[src/rtl/fft_pkg.sv]
// Shared constants and select encodings for the 16-point radix-4 FFT core.
package fft_pkg;
  localparam int DW       = 16;
  localparam int N_PT     = 16;
  localparam int GRP_N    = 4;
  localparam int FLAG_CNT = 13;
  localparam int AW       = $clog2(N_PT);

  typedef enum logic [1:0] {
    S_P_SEL_0 = 2'd0,
    S_P_SEL_1 = 2'd1,
    S_P_SEL_2 = 2'd2,
    S_P_SEL_3 = 2'd3
  } s_p_sel_e;

  typedef enum logic [1:0] {
    REG_SEL_0 = 2'd0,
    REG_SEL_1 = 2'd1,
    REG_SEL_2 = 2'd2,
    REG_SEL_3 = 2'd3
  } reg_sel_e;

  typedef struct packed {
    logic [DW-1:0] re;
    logic [DW-1:0] im;
  } cplx_t;

  // Radix-4 group g, lane j lives at sample index 4*j + g.
  function automatic logic [AW-1:0] grp_addr(input logic [1:0] lane, input logic [1:0] grp);
    return {lane, grp};
  endfunction
endpackage

[src/rtl/sp_bank.sv]
// One 16-entry complex sample bank: single write port, combinational 4-lane group read.
module sp_bank
  import fft_pkg::*;
(
  input  logic                   clk,
  input  logic                   i_we,
  input  logic [AW-1:0]          i_waddr,
  input  cplx_t                  i_wdata,
  input  logic [1:0]             i_grp_sel,
  output cplx_t [GRP_N-1:0]      o_lane
);
  cplx_t r_mem [N_PT];

  always_ff @(posedge clk) begin
    if (i_we) begin
      r_mem[i_waddr] <= i_wdata;
    end
  end

  generate
    for (genvar gi = 0; gi < GRP_N; gi++) begin : g_lane
      assign o_lane[gi] = r_mem[grp_addr(2'(gi), i_grp_sel)];
    end
  endgenerate
endmodule

[src/rtl/fft_s_p.sv]
// Serial-to-parallel ping-pong input buffer for the 16-point radix-4 FFT.
// Optional SP_SOF_SYNC_EN adds in_sof to resynchronise the frame to index 0.
module fft_s_p
  import fft_pkg::*;
(
  input  logic              clk,
  input  logic              rst,
  input  logic              in_valid,
  input  logic [DW-1:0]     in_re,
  input  logic [DW-1:0]     in_im,
`ifdef SP_SOF_SYNC_EN
  input  logic              in_sof,
`endif
  input  logic [1:0]        grp_sel,
  output logic              s_p_flag,
  output logic [4*DW-1:0]   out_re,
  output logic [4*DW-1:0]   out_im
);
  logic [AW-1:0]    r_wr_cnt;
  logic             r_wr_bank;
  logic             r_rd_bank;
  logic             r_flag;
  logic [4*DW-1:0]  r_out_re;
  logic [4*DW-1:0]  r_out_im;

  logic             w_sof;
  logic [AW-1:0]    w_waddr;
  logic             w_at_flag;
  cplx_t            w_wdata;
  cplx_t [GRP_N-1:0] w_lane0;
  cplx_t [GRP_N-1:0] w_lane1;
  logic [4*DW-1:0]  w_out_re;
  logic [4*DW-1:0]  w_out_im;

`ifdef SP_SOF_SYNC_EN
  assign w_sof = in_valid & in_sof;
`else
  assign w_sof = 1'b0;
`endif

  assign w_waddr   = w_sof ? '0 : r_wr_cnt;
  assign w_at_flag = in_valid && (w_waddr == AW'(FLAG_CNT - 1));
  assign w_wdata   = '{re: in_re, im: in_im};

  sp_bank u_bank0 (
    .clk       (clk),
    .i_we      (in_valid & ~r_wr_bank),
    .i_waddr   (w_waddr),
    .i_wdata   (w_wdata),
    .i_grp_sel (grp_sel),
    .o_lane    (w_lane0)
  );

  sp_bank u_bank1 (
    .clk       (clk),
    .i_we      (in_valid & r_wr_bank),
    .i_waddr   (w_waddr),
    .i_wdata   (w_wdata),
    .i_grp_sel (grp_sel),
    .o_lane    (w_lane1)
  );

  generate
    for (genvar gi = 0; gi < GRP_N; gi++) begin : g_mux
      assign w_out_re[gi*DW +: DW] = r_rd_bank ? w_lane1[gi].re : w_lane0[gi].re;
      assign w_out_im[gi*DW +: DW] = r_rd_bank ? w_lane1[gi].im : w_lane0[gi].im;
    end
  endgenerate

  always_ff @(posedge clk) begin
    if (rst) begin
      r_wr_cnt  <= '0;
      r_wr_bank <= 1'b0;
      r_rd_bank <= 1'b0;
      r_flag    <= 1'b0;
      r_out_re  <= '0;
      r_out_im  <= '0;
    end else begin
      // Flag keys on the write itself, so stalls at index 13 cannot re-fire it.
      r_flag   <= w_at_flag;
      r_out_re <= w_out_re;
      r_out_im <= w_out_im;
      if (w_at_flag) begin
        r_rd_bank <= r_wr_bank;
      end
      if (in_valid) begin
        if (w_sof) begin
          r_wr_cnt <= AW'(1);
        end else begin
          r_wr_cnt <= r_wr_cnt + 1'b1;
          if (r_wr_cnt == '1) begin
            r_wr_bank <= ~r_wr_bank;
          end
        end
      end
    end
  end

  assign s_p_flag = r_flag;
  assign out_re   = r_out_re;
  assign out_im   = r_out_im;
endmodule

[config.mk]
export PLATFORM = sky130hd
export DESIGN_NAME = fft_s_p
export DESIGN_NICKNAME = d
export VERILOG_FILES = /design/src/rtl/fft_pkg.sv /design/src/rtl/sp_bank.sv /design/src/rtl/fft_s_p.sv
export SDC_FILE = /design/constraint.sdc
export NUM_CORES = 1
export LEC_CHECK = 0
export CAP_MARGIN = 10
export CORE_MARGIN = 5
export CORE_UTILIZATION = 54
export CTS_BUF_LIST = sky130_fd_sc_hd__clkbuf_16
export CTS_CLUSTER_DIAMETER = 150
export DETAILED_ROUTE_END_ITERATION = 12
export PLACE_DENSITY = 0.76
export SKIP_CTS_REPAIR_TIMING = 1
export SYNTH_ARGS = -nofsm -noshare
export SYNTH_HDL_FRONTEND = slang
export SYNTH_SLANG_ARGS = --single-unit
export TNS_END_PERCENT = 10
[constraint.sdc]
create_clock -name clk -period 4.7 [get_ports clk]
set_input_delay 0.94 -clock clk [delete_from_list [all_inputs] [get_ports clk]]
set_output_delay 0.94 -clock clk [all_outputs]
set_load 0.01 [all_outputs]
==> metrics.md <==
| Metric | Value |
|---|---|
| Internal Pwr Total | `0.0171 W` |
| Part of the power in combinational logic | `0.044` |
| CP startpoint kind | `flip-flop` |
| Buffer and inverter count on the worst path | `1` |
| Distinct cells, synth | `21` |
| FF-to-FF Start | `r_wr_cnt[0]$_SDFFE_PP0P_` |
| Min-Delay Path Class | `reg2reg` |
| Clk buf depth | `3` |
| Worst endpoint required time | `3.76 ns` |
| R2r setup slk | `2.21 ns` |
| Crit path time final | `2.79 ns` |
| Ranking of synthesized cells by area | `edfxtp_1, mux4_2, dfxtp_1` |
| CP max-delay cell | `clkdlybuf4s50_1` |
| Final nets | `2135` |
| Largest net degree at the start of global routing | `99` |
| Vias | `19300` |
| CTS tree | `built` |
| Final Skew | `0.0347 ns` |
| # Max-Cap Violations | `0` |
| Cts bufs inserted | `110` |
| Warnings, synthesis | `0` |
| Yosys top cell area share | `0.732` |
| Hold_sp | `r_wr_cnt[0]$_SDFFE_PP0P_` |
| Remaining DRCs | `0` |
| PwrDens | `438 nW/um^2` |
| H-tree Lvls | `3` |
| Starting Density | `0.543` |
| Antenna violations before repair | `4` |
| Sequential power share | `0.531` |
| Final std cells w/o fill | `3231` |
| IR drop worst, VDD | `0.272 mV` |
| Grt ovf | `0` |
| Net Sw Frac | `0.202` |
| Leak | `15.6 nW` |
| Final period util | `0.594` |
| Cells after Synth | `1833` |
| Hpwl dp | `49700 um` |
| Final Hold Vio Count | `0` |
| Nature of the critical path endpoint | `output pin` |
| Die Y | `289 um` |
| First-pass GRT wire length | `136000 um` |
| Layout Utilization | `0.632` |
| Worst path max stage delay | `0.62 ns` |
| CP Class | `reg2out` |
| Number of synthesized flops with an enable pin | `1024` |
| Setup_tns | `0 ns` |
| Slew HR | `0.255` |
| Final setup violation count | `0` |
| Crit path max-delay family | `buffers and inverters` |
| Measured slew at the worst slew-check pin | `1.11 ns` |
| RSZ-0062 raised after global routing | `false` |
| Dpl cells | `3018` |
| Synth Cell Area | `42000 sq um` |
| CTS Root Cell | `clkbuf_16` |
| Slew Viols, Final | `0` |
| F_max | `358 MHz` |
| Core ar. | `77300 sq um` |
| Seq/Total Area, Yosys | `0.797` |
| Synthesized Nets | `1874` |
| CP Launch Point | `out_im[50]$_SDFF_PP0_` |
| #FFs+latches synth | `1159` |
| DRT Pass-1 Iters | `8` |
| GR Util All Layers | `0.225` |
| Row count | `102` |
| Vias in the first global route | `20200` |
| Skew-Pair Late Insertion Delay | `0.68 ns` |
| Via density | `5.98` |
| Layout cell share with drive strength beyond 1 | `0.238` |
| Total power | `0.0214 W` |
| Outcome | `finished clean` |
| Total Wirelength | `92900 um` |
| CP arrival | `1.85 ns` |
| Die area | `83400 sq um` |
| Dominant synthesized flop cell | `edfxtp_1` |
| CTS sink count | `1159` |
| Crit path cell chain | `clkdlybuf4s50_1` |
| Avg Inst Size Synth | `22.9 sq um` |
| Die Wd | `289 um` |
| Net Sw Power | `0.00433 W` |
| Clock power frac | `0.425` |
| Drt initial violations | `2413` |
| GP Congestion | `0.796` |
| IO buf count | `165` |
| # IOs | `166` |
| Top-count cell post-synth | `edfxtp_1` |
| Layout area overhead | `16.5%` |
| Fraction of registers with async set/reset | `0` |
| Most common library cells after synthesis | `edfxtp_1, mux4_2, nor2_1` |
| Yosys top cell by area | `edfxtp_1` |
| CTS clk-pin slew, worst paths | `0.06 ns` |
| Wire per inst | `28.8 um` |
| Post-DRT Antenna Nets | `0` |
| Crit-path max FO | `1` |
[kinds of logic (layout without fill, tap and decap cells)]
kind of cell,count (synthesis),in the layout,synth area share
DFF,1159,1159,0.797
muxes,386,386,0.168
and+or+nand+nor,184,184,0.0181
buffers and inverters,96,453,0.0148
adders and majority gates,4,4,0.00119
xor gates and xnor gates,4,4,0.000835
other,0,1,0
[power groups by stage]
stage / sequential [W] / clock [W] / combinational [W]
after global placement: 0.0116 / 0 / 0.000919
after detailed placement: 0.0116 / 0 / 0.000943
after floorplan: 0.0116 / 0 / 0.000443
after CTS: 0.0114 / 0.00923 / 0.000952
final: 0.0114 / 0.00910 / 0.000946
after global routing: 0.0114 / 0.00969 / 0.00101
[area by class of cell]
cell class / instances / area [sq um]
sequential: 1159 / 33500
fill: 5043 / 28400
clock inverter: 96 / 956
timing repair buffer: 241 / 2340
clock buffer: 112 / 2800
multi-input combinational: 578 / 8040
inverter: 4 / 15.0
tap: 1040 / 1300
antenna: 1 / 2.50
[metal layers]
metal	up-vias	global-route usage	part of all wire
li1	8014	-	-
met2	990	0.349	0.47
met3	138	0.0566	0.095
met1	10200	0.329	0.41
met5	-	0	0.00029
met4	4	0.0599	0.024
[placed cells by master, fill, tap and decap left out, types with 19 or more instances in the layout]
| cell type | synthesis | routed |
|---|---|---|
| mux4_2 | 256 | 256 |
| clkbuf_16 | 0 | 112 |
| nor2_1 | 149 | 138 |
| buf_4 | 0 | 68 |
| dfxtp_1 | 135 | 134 |
| clkinv_1 | 0 | 22 |
| mux2i_1 | 130 | 130 |
| edfxtp_1 | 1024 | 1024 |
| clkdlybuf4s50_1 | 0 | 158 |
| bufinv_16 | 0 | 19 |
| inv_1 | 4 | 28 |
[path summary, 6_finish.rpt]
| check | to | cells after the start |
|---|---|---|
| worst max-delay path | out_im[50] | 1 |
| worst min-delay path | r_wr_cnt[0]$_SDFFE_PP0P_ | 2 |
| worst max register to register | u_bank0.r_mem[15][28]$_DFFE_PP_ | 3 |
| worst min register to register | r_wr_cnt[0]$_SDFFE_PP0P_ | 2 |
[registers in the layout, indices dropped and copies added (netlist names)]
name	cells
u_bank0.r_mem	512
u_bank1.r_mem	512
out_im	64
out_re	64
r_wr_cnt	4
r_rd_bank	1
r_wr_bank	1
s_p_flag	1
[per-stage QoR]
step                hold slack (ns)  instance area [sq um]  setup WS [ns]
floorplan                     0.533                  42000        -0.0225
global placement              0.543                  45100           1.33
detailed placement            0.558                  45100           1.28
CTS                           0.587                  48800           1.89
global route                  0.614                  48900           1.81
finish                        0.587                  48900           1.91
Note: power is estimated with default switching activity, not from simulation.
